==> config.mk <==
export PLATFORM = sky130hd
export DESIGN_NAME = updown_sweep_ctrl
export DESIGN_NICKNAME = d
export VERILOG_FILES = /design/src/rtl/updown_sweep_ctrl_pkg.sv /design/src/rtl/updown_sweep_ctrl_counter_core.sv /design/src/rtl/updown_sweep_ctrl.sv
export SDC_FILE = /design/constraint.sdc
export NUM_CORES = 1
export LEC_CHECK = 0
export BUFFER_PORTS_ARGS = -buffer_cell sky130_fd_sc_hd__clkbuf_2
export CORE_MARGIN = 3
export CORE_UTILIZATION = 45
export DETAILED_ROUTE_END_ITERATION = 7
export GPL_TIMING_DRIVEN = 0
export PLACE_DENSITY = 0.66
export SETUP_SLACK_MARGIN = 0.1
export SYNTH_ARGS = -nofsm -noshare
export SYNTH_HDL_FRONTEND = slang
export SYNTH_SLANG_ARGS = --single-unit
==> constraint.sdc <==
create_clock -name Clock -period 3.52 [get_ports Clock]
set_input_delay 0.528 -clock Clock [delete_from_list [all_inputs] [get_ports Clock]]
set_output_delay 0.528 -clock Clock [all_outputs]
set_load 0.005 [all_outputs]
==> src/rtl/updown_sweep_ctrl_pkg.sv <==
// Shared state encodings and default widths for the up/down sweep sequencer.
package updown_sweep_ctrl_pkg;

    localparam int N_DEF  = 4;
    localparam int PW_DEF = 4;

    typedef enum logic [2:0] {
        ST_IDLE = 3'd0,
        ST_LOAD = 3'd1,
        ST_UP   = 3'd2,
        ST_DOWN = 3'd3,
        ST_DONE = 3'd4
    } state_t;

endpackage

==> src/rtl/updown_sweep_ctrl_counter_core.sv <==
// Loadable N-bit up/down counter; load wins over enable, direction is taken
// combinationally from up_down so a direction change applies on the same edge.
module updown_counter_core
    import updown_sweep_ctrl_pkg::*;
#(
    parameter int N = N_DEF
) (
    input  logic         Clock,
    input  logic         Resetn,
    input  logic [N-1:0] R,
    input  logic         L,
    input  logic         E,
    input  logic         up_down,
    output logic [N-1:0] Q
);

    localparam logic [N-1:0] ONE = N'(1);

    logic [N-1:0] q_reg;

    always_ff @(posedge Clock) begin
        if (!Resetn) begin
            q_reg <= '0;
        end else if (L) begin
            q_reg <= R;
        end else if (E) begin
            q_reg <= up_down ? (q_reg + ONE) : (q_reg - ONE);
        end
    end

    assign Q = q_reg;

endmodule

==> src/rtl/updown_sweep_ctrl.sv <==
// Sweep sequencer: accepts (lo, hi, passes) and drives the counter core through
// lo->hi->lo triangle passes, with abort, reject and completion reporting.
module updown_sweep_ctrl
    import updown_sweep_ctrl_pkg::*;
#(
    parameter int N  = N_DEF,
    parameter int PW = PW_DEF
) (
    input  logic          Clock,
    input  logic          Resetn,
    input  logic          start,
    input  logic [N-1:0]  lo,
    input  logic [N-1:0]  hi,
    input  logic [PW-1:0] passes,
    input  logic          stop,
    output logic          busy,
    output logic          done,
    output logic          err,
    output logic          dir,
    output logic [N-1:0]  Q
);

    localparam logic [N-1:0]  Q_ONE    = N'(1);
    localparam logic [PW-1:0] PASS_ONE = PW'(1);

    state_t        state_reg;
    logic [N-1:0]  lo_reg;
    logic [N-1:0]  hi_reg;
    logic [PW-1:0] passes_reg;
    logic [PW-1:0] pass_cnt_reg;
    logic          busy_reg;
    logic          done_reg;
    logic          err_reg;
    logic          dir_reg;

    logic          load;
    logic          enable;
    logic          count_up;
    logic [N-1:0]  q_up;
    logic [N-1:0]  q_dn;
    logic [PW-1:0] pass_inc;
    logic          cmd_ok;

    // Counter controls are decoded from the current state; stop freezes Q in
    // the very cycle it is seen, which is what gives it priority over a bound hit.
    assign load     = (state_reg == ST_LOAD);
    assign enable   = ((state_reg == ST_UP) || (state_reg == ST_DOWN)) && !stop;
    assign count_up = (state_reg != ST_DOWN);
    assign q_up     = Q + Q_ONE;
    assign q_dn     = Q - Q_ONE;
    assign pass_inc = pass_cnt_reg + PASS_ONE;
    assign cmd_ok   = (lo < hi) && (passes != '0);

    updown_counter_core #(
        .N(N)
    ) u_core (
        .Clock   (Clock),
        .Resetn  (Resetn),
        .R       (lo_reg),
        .L       (load),
        .E       (enable),
        .up_down (count_up),
        .Q       (Q)
    );

    always_ff @(posedge Clock) begin
        if (!Resetn) begin
            state_reg    <= ST_IDLE;
            lo_reg       <= '0;
            hi_reg       <= '0;
            passes_reg   <= '0;
            pass_cnt_reg <= '0;
            busy_reg     <= 1'b0;
            done_reg     <= 1'b0;
            err_reg      <= 1'b0;
            dir_reg      <= 1'b1;
        end else begin
            done_reg <= 1'b0;
            err_reg  <= 1'b0;
            case (state_reg)
                ST_IDLE: begin
                    if (start) begin
                        if (cmd_ok) begin
                            lo_reg       <= lo;
                            hi_reg       <= hi;
                            passes_reg   <= passes;
                            pass_cnt_reg <= '0;
                            busy_reg     <= 1'b1;
                            state_reg    <= ST_LOAD;
                        end else begin
                            err_reg <= 1'b1;
                        end
                    end
                end
                ST_LOAD: begin
                    dir_reg   <= 1'b1;
                    state_reg <= ST_UP;
                end
                ST_UP: begin
                    if (stop) begin
                        busy_reg  <= 1'b0;
                        done_reg  <= 1'b1;
                        state_reg <= ST_DONE;
                    end else if (q_up == hi_reg) begin
                        dir_reg   <= 1'b0;
                        state_reg <= ST_DOWN;
                    end
                end
                ST_DOWN: begin
                    if (stop) begin
                        busy_reg  <= 1'b0;
                        done_reg  <= 1'b1;
                        state_reg <= ST_DONE;
                    end else if (q_dn == lo_reg) begin
                        pass_cnt_reg <= pass_inc;
                        if (pass_inc == passes_reg) begin
                            busy_reg  <= 1'b0;
                            done_reg  <= 1'b1;
                            state_reg <= ST_DONE;
                        end else begin
                            dir_reg   <= 1'b1;
                            state_reg <= ST_UP;
                        end
                    end
                end
                ST_DONE: begin
                    state_reg <= ST_IDLE;
                end
                default: begin
                    busy_reg  <= 1'b0;
                    state_reg <= ST_IDLE;
                end
            endcase
        end
    end

    assign busy = busy_reg;
    assign done = done_reg;
    assign err  = err_reg;
    assign dir  = dir_reg;

endmodule

**Word level (Yosys, flattened, before mapping)**

Cells that the tools add are included.

- Register bits after elaboration: 27
- Output and inout bits: 8
- Word-level logic and storage cells: 85

- $add $sub $neg: 3
- Order comparisons: 1
- Eq/ne operators: 19
- Mux-type cells: 35
- Bitwise operators: 1
- Reductions and logical operators: 16

Operator list:

| operator | number |
|---|---|
| $mux 4 | 7 |
| $mux 3 | 7 |
| $mux 1 | 16 |
| $eq 4x4->1 | 3 |
| $ne 2x2->1 const B | 6 |
| $ne 3x2->1 const B | 4 |
| $pmux 3 s4 | 1 |
| $reduce_and 6->1 | 2 |
| $add 4x1->4 const B | 2 |
| $pmux 4 s2 | 1 |
| $eq 3x2->1 const B | 2 |
| $reduce_and 3->1 | 2 |
| $reduce_and 5->1 | 1 |
| $lt 4x4->1 | 1 |
| $ne 2x1->1 const B | 2 |
| $pmux 1 s4 | 1 |
| $reduce_and 4->1 | 1 |
| $reduce_bool 2->1 | 2 |
| $reduce_bool 4->1 | 1 |
| $sub 4x1->4 const B | 1 |
| $eq 3x1->1 const B | 1 |
| $eq 3x3->1 const B | 1 |
| $logic_not 3->1 | 1 |
| $pmux 1 s3 | 1 |
| other kinds (7) | 8 |

**Logic depth before layout (Yosys ltp)**

Gate-level depths: netlist of run 1.

- Word-level depth: 6
- Mapped depth: 9

**By module**

Synthesis of run 1 repeated with hierarchy kept, for this count alone.

- Cells, all modules: 183
- Area total of the unflattened synthesis: 1675.4 um2

By module, submodules not included:

| module | instances | cells an instance | area an instance (um2) | sequential area each (um2) |
|---|---|---|---|---|
| updown_sweep_ctrl | 1 | 149 | 1378.8 | 460.4 |
| updown_counter_core | 1 | 34 | 296.5 | 80.1 |

**Worst setup path before layout of run 1**

Ideal clock, no wire load.

- Path kind: register -> register
- Start: register u_core.q_reg[0] (netlist: u_core.Q[0])
- End: register dir_reg (netlist: dir)
- Library setup time: 0.132 ns
- Arrival: 1.931 ns
- Slack: 1.457 ns
- Cell stages (with the launch flop): 10
- Period minus slack after synthesis: 2.063 ns
- Cell sequence: dfxtp_1 -> buf_6 -> inv_1 -> ha_1 -> xnor2_1 -> nor3_2 -> nor2b_4 -> nor3_2 -> a2111oi_4 -> o221ai_2

- Longest elaborated chain between the ends: 4

Ends and longest elaborated chain:

| item | RTL line | RTL |
|---|---|---|
| start: declaration | updown_sweep_ctrl_counter_core.sv:19 | `logic [N-1:0] q_reg;` |
| start signal: assignment | updown_sweep_ctrl_counter_core.sv:27 | `q_reg <= up_down ? (q_reg + ONE) : (q_reg - ONE);` |
| $add 4x1->4 or $sub 4x1->4 (tied branches) | updown_sweep_ctrl.sv:49, updown_sweep_ctrl.sv:50 |  |
| $eq 4x4->1, on equally long branches | updown_sweep_ctrl.sv:104, updown_sweep_ctrl.sv:114 |  |
| $ne 2x1->1 (no line) | -- |  |
| $reduce_and 6->1 (no line) (*) | -- |  |
| end signal: assignment | updown_sweep_ctrl.sv:96 | `dir_reg <= 1'b1;` |
| end signal: assignment | updown_sweep_ctrl.sv:105 | `dir_reg <= 1'b0;` |
| end signal: assignment | updown_sweep_ctrl.sv:121 | `dir_reg <= 1'b1;` |
| end: declaration | updown_sweep_ctrl.sv:34 | `logic dir_reg;` |

Mark *: on every way between the ends. The rest lies on a longest branch, timed or not.
A chain may end at the register's enable or synchronous reset.

**Final worst setup path of run 1**

Ends and elaborated chain as after synthesis.

==> impl_metrics.toml, run 1 <==
[layout]
area_delta_synth_final_pct = 12.1
layout_common_cells = "dfxtp_1, nor2_1, clkbuf_2, xnor2_1"
final_common_cell = "dfxtp_1"
n_antenna_cell = 0
n_fill_cell = 333
drive_above_1_share = 0.199
fin_nets = 224

[clock_network]
cts_tree = "built"
cts_made_buffers = 3
cts_resized = 0
post_cts_buffers = 0
clkLatencyLatePin_ns = 0.32
cts_root_buf = "clkbuf_4"
holdBufCountCts = 0
cts.sinks = 27
cts.path.max_buffers = 2
clkTransAtPathRegs_ns = 0.14
htreeDepth = 1

[synth]
synth.area.mux_share = 0.0762
syn_area_sq_mm = 0.00158
synth_top_family_by_area = "simple AND/OR/NAND/NOR gates"
synth_compound_area_frac = 0.179
synthFlopType = "dfxtp_1"
syn-num-nets = 197
synth_edf_count = 0
ys_seq_area_frac = 0.343
syn_inst = 175
synth_xor_area_frac = 0.110
yosys.area_share.simple = 0.187
synth-adder-area-share = 0.0476
synth-seq-cells = 27
synth_cell_types = 43
yosysWarnings = 0
avgSynthCellArea_sq_um = 9.01
async_flop_share = 0

[critical_path]
critPathCaptureType = "flop"
path_class = "flop to flop"
required_ns = 3.73
crit_path_max_fanout = 7
startpoint_type = "flop"
crit_arrival_ns = 2.46

[power_and_ir_drop]
cellLeakagePower_nw = 0.792
combPwrFrac = 0.291
p_per_area_mw_per_mm2 = 384
p_int_w = 0.000464
p_sw_frac = 0.317
max-vdd-ir-drop_v = 0.000197
power_frac_clock = 0.200
p_switching_w = 0.000215
seq_power_share = 0.509

[place]
place_congestion = 0.866
pre_cts_ws_ns = 1.28
dpl.hpwl_um = 2510
io_buffers = 22

[global_routing]
globalRouteMet1Util = 0.185
grt_pass1_wl_um = 5400
grt_max_degree = 15
grt_most_used_layer = "met2"
antenna_found_initial = 0
grt_pass1_vias = 1242
grt.total_usage = 0.161
use_met3 = 0.0291
gr-total-overflow = 0
met2_usage = 0.293

[timing]
drv_slew = 0
setup_slack_ns = 1.28
tightest_slew_ns = 0.757
min_period_over_period = 0.637
fin_crit_ns = 2.24
fmax_mhz = 446
tns_ns = 0
setup_violations = 0
grt_setup_unrepaired = "false"
slew_headroom = 0.492
hold_viol = 0
skew_ns = 0.00522

[drt]
viasPerCell = 5.30
routedWlPerCell_um = 13.0
drt_iter0_markers = 60
drc_errors = 0
drtAntennaViolNets = 0
dr.pass1.iters = 4
num_vias = 1298
totalWireLength_um = 3180

[floorplanning]
die_h_um = 65.2
initial_core_util = 0.492
die-area_sq_mm = 0.00425
rows = 20
core-area_sq_mm = 0.00320
die_w_um = 65.2
io_pins = 24

[run]
drv_cap = 0

[hold_path]
hold_class = "primary input to flop"

[status]
status = "finished clean"
## power by group through the flow
stage	Combinational, W	Sequential (W)	Clock, W
finish	0.000198	0.000346	0.000136
global route	0.000219	0.000349	0.000154
CTS	0.000200	0.000346	0.000141
detailed placement	0.000199	0.000353	0
global placement	0.000195	0.000352	0
floorplan	0.000154	0.000349	0
## Yosys cell counts (2+ instances only)
master	count	area, sq um
inv_1	11	41.3
xor2_1	4	35.0
nand3_1	2	10.0
and2_1	2	12.5
nand2_1	6	22.5
a21o_1	4	30.0
o21ai_0	2	10.0
nor3_2	4	40.0
and3_1	3	18.8
o21a_1	2	15.0
ha_1	6	75.1
dfxtp_1	27	541
xnor2_1	13	114
a211oi_1	4	30.0
clkbuf_1	4	15.0
a21oi_1	12	60.1
nor2_1	23	86.3
buf_2	4	20.0
o21ai_1	2	10.0
nand2b_1	3	18.8
nor3_1	3	15.0
mux2i_1	12	120
nor4_1	2	12.5
## per-stage QoR
stage | util | total power (W) | instance area (sq um) | std cells | hold WS (ns)
after floorplan | - | 0.000503 | 1580 | 175 | 0.455
after detailed placement | 0.544 | 0.000552 | 1740 | 241 | 0.481
after CTS | 0.552 | 0.000687 | 1770 | 245 | 0.435
after global routing | 0.552 | 0.000723 | 1770 | 245 | 0.430
after global placement | 0.544 | 0.000547 | 1740 | 241 | 0.468
final | 0.552 | 0.000680 | 1770 | 245 | 0.441
## routing by layer
metal	routed length, um	part of all wire
met4	57	0.018
met3	112	0.035
met2	1550	0.49
met5	0	0
met1	1460	0.46
## worst max-delay path, stage by stage (launching register included)
cell and delay [ns]:
dfxtp_1 0.39, buf_6 0.14, inv_1 0.05, ha_1 0.35
xnor2_1 0.16, nor3_2 0.28, nor2b_4 0.26, nor3_2 0.09
a2111oi_4 0.28, o221ai_2 0.13
## final cells by class
| cell class | instances | area (sq um) | share of cell area |
|---|---|---|---|
| sequential | 27 | 541 | 0.306 |
| clock buffer | 4 | 26.3 | 0.0149 |
| multi-input combinational | 127 | 945 | 0.534 |
| buffer | 9 | 46.3 | 0.0262 |
| timing repair buffer | 22 | 110 | 0.0623 |
| tap | 44 | 55.1 | 0.0311 |
| inverter | 12 | 45.0 | 0.0255 |
## cells by family after synthesis
| kind of cell | after synthesis |
|---|---|
| simple gates | 54 |
| compound gates | 37 |
| flops | 27 |
| buf+inv | 21 |
| xor+xnor | 18 |
| mux | 12 |
| fa+ha+maj | 6 |
## worst paths after layout
| kind | startpoint | to | slack, ns | depth (start not counted) |
|---|---|---|---|---|
| max | u_core.Q[0]$_SDFFE_PN0P_ | dir$_SDFFE_PN1P_ | 1.28 | 9 |
| min | lo[0] | lo_reg[0]$_SDFFE_PN0P_ | 0.44 | 3 |
| max reg2reg | u_core.Q[0]$_SDFFE_PN0P_ | dir$_SDFFE_PN1P_ | 1.28 | 9 |
| min reg2reg | dir$_SDFFE_PN1P_ | dir$_SDFFE_PN1P_ | 0.51 | 2 |
(Power assumes the default switching activity.)
==> run 2, diff against run 1 <==
==> constraint.sdc (replaced) <==
create_clock -name Clock -period 2.09 [get_ports Clock]
set_input_delay 0.3135 -clock Clock [delete_from_list [all_inputs] [get_ports Clock]]
set_output_delay 0.3135 -clock Clock [all_outputs]
set_load 0.005 [all_outputs]
==> impl_metrics.toml, run 2 (synthesis results as in run 1) <==
[run]
drv_cap = 0

[clock_network]
cts_tree = "built"
cts_root_buf = "clkbuf_4"
clkLatencyLatePin_ns = 0.34
cts.path.max_buffers = 2
htreeDepth = 1
holdBufCountCts = 0
cts_made_buffers = 3
cts.sinks = 27
clkTransAtPathRegs_ns = 0.15

[timing]
fmax_mhz = 515
setup_violations = 0
hold_viol = 0
min_period_over_period = 0.929
grt_setup_unrepaired = "true"
tightest_slew_ns = 0.765
hold_ws_ns = 0.215
setup_slack_ns = 0.147
skew_ns = 0.00787
drv_slew = 0
fin_crit_ns = 1.94
slew_headroom = 0.487

[power_and_ir_drop]
max-vdd-ir-drop_v = 0.000470
p_total_w = 0.00120
p_sw_frac = 0.321
cellLeakagePower_nw = 0.831
combPwrFrac = 0.314
p_int_w = 0.000813
power_frac_clock = 0.198
p_switching_w = 0.000383
p_per_area_mw_per_mm2 = 645
seq_power_share = 0.488

[floorplanning]
initial_core_util = 0.492
core-area_sq_mm = 0.00320
die_w_um = 65.2
die-area_sq_mm = 0.00425
rows = 20
io_pins = 24
die_h_um = 65.2

[critical_path]
cp_common_cell = "nor3_2"
crit_path_max_fanout = 5
cp_top_family = "simple AND/OR/NAND/NOR gates"
slowest_stage = "dfxtp_2"
crit_buf_inv = 2
path_class = "flop to flop"
crit_cells = 9
rr_worst_depth = 9
startpoint_type = "flop"
slowest_delay_ns = 0.36
crit_chain = "buf_6 > inv_2 > ha_4 > xnor2_1 > nor3_2 > nor2b_4 > nor3_2 > a2111oi_4 > o221ai_2"
critPathCaptureType = "flop"
required_ns = 2.32
crit_arrival_ns = 2.18

[drt]
wl_met2_um = 1800
wl_met1_um = 1440
viasPerCell = 5.48
routedWlPerCell_um = 13.6
dr.pass1.iters = 4
drtAntennaViolNets = 0
wl_met3_um = 118
num_vias = 1360
totalWireLength_um = 3380
drt_iter0_markers = 70
drc_errors = 0
highest_layer = "met4"

[global_routing]
grt_pass1_vias = 1327
antenna_found_initial = 0
grt_max_degree = 15
grt.total_usage = 0.169
grt_pass1_wl_um = 5730
gr-total-overflow = 0

[layout]
regArea_sq_um = 546
design_area_sq_mm = 0.00185
drive_above_1_share = 0.279
area_delta_synth_final_pct = 17.6
finalCoreUtilization = 0.579
multi_input_area_sq_mm = 0.00100
layout_common_cells = "nor2_1, dfxtp_1, clkbuf_2, mux2i_1, a21oi_1"
n_antenna_cell = 0
n_fill_cell = 331
fin_nets = 227

[place]
pre_cts_ws_ns = -0.0353
place_congestion = 0.849
placed_area_sq_mm = 0.00175
io_buffers = 22
dpl.hpwl_um = 2510

[hold_path]
hold_class = "primary input to flop"
hold_depth = 3

[status]
status = "finished clean"
## run 2: layout make-up
class / count / share of cell area
buffer: 9 / 0.0250
multi-input combinational: 127 / 0.541
inverter: 12 / 0.0243
clock buffer: 4 / 0.0142
tap: 44 / 0.0297
sequential: 27 / 0.294
timing repair buffer: 25 / 0.0715
## run 2: what timing repair did
action	4_1_cts	5_1_grt
pin swaps	1	8
setup endpoints to repair	11	17
resized for setup	2	12
setup buffers	1	2
## run 2: metrics by stage
stage               TNS [ns]  instances
finish                     0        248
global route               0        248
CTS                        0        246
detailed placement   -0.0353        241
global placement    -0.00697        241
floorplan                  0        175
## run 2: per-layer routing
| layer | GRT usage | up-vias |
|---|---|---|
| met5 | 0 | - |
| met3 | 0.0376 | 5 |
| li1 | - | 670 |
| met4 | 0.0415 | 0 |
| met2 | 0.303 | 21 |
| met1 | 0.203 | 664 |
## run 2: worst reg2reg max path: stages (launching register included)
cell	delay, ns
dfxtp_2	0.36
buf_6	0.11
inv_2	0.04
ha_4	0.25
xnor2_1	0.13
nor3_2	0.27
nor2b_4	0.21
nor3_2	0.07
a2111oi_4	0.28
o221ai_2	0.12
## run 2: power by group through the flow
stage / combinational, W / sequential [W] / clock, W
after floorplan: 0.000270 / 0.000588 / 0
after detailed placement: 0.000351 / 0.000593 / 0
final: 0.000376 / 0.000584 / 0.000236
after global routing: 0.000417 / 0.000589 / 0.000265
after CTS: 0.000353 / 0.000583 / 0.000248
after global placement: 0.000342 / 0.000593 / 0
## run 2: final timing paths
path                       startpoint                         end  slack [ns]
max          u_core.Q[0]$_SDFFE_PN0P_            dir$_SDFFE_PN1P_        0.15
min                         passes[0]  passes_reg[0]$_SDFFE_PN0P_        0.21
max reg2reg  u_core.Q[0]$_SDFFE_PN0P_            dir$_SDFFE_PN1P_        0.15
min reg2reg         busy$_SDFFE_PN0P_           busy$_SDFFE_PN0P_        0.51
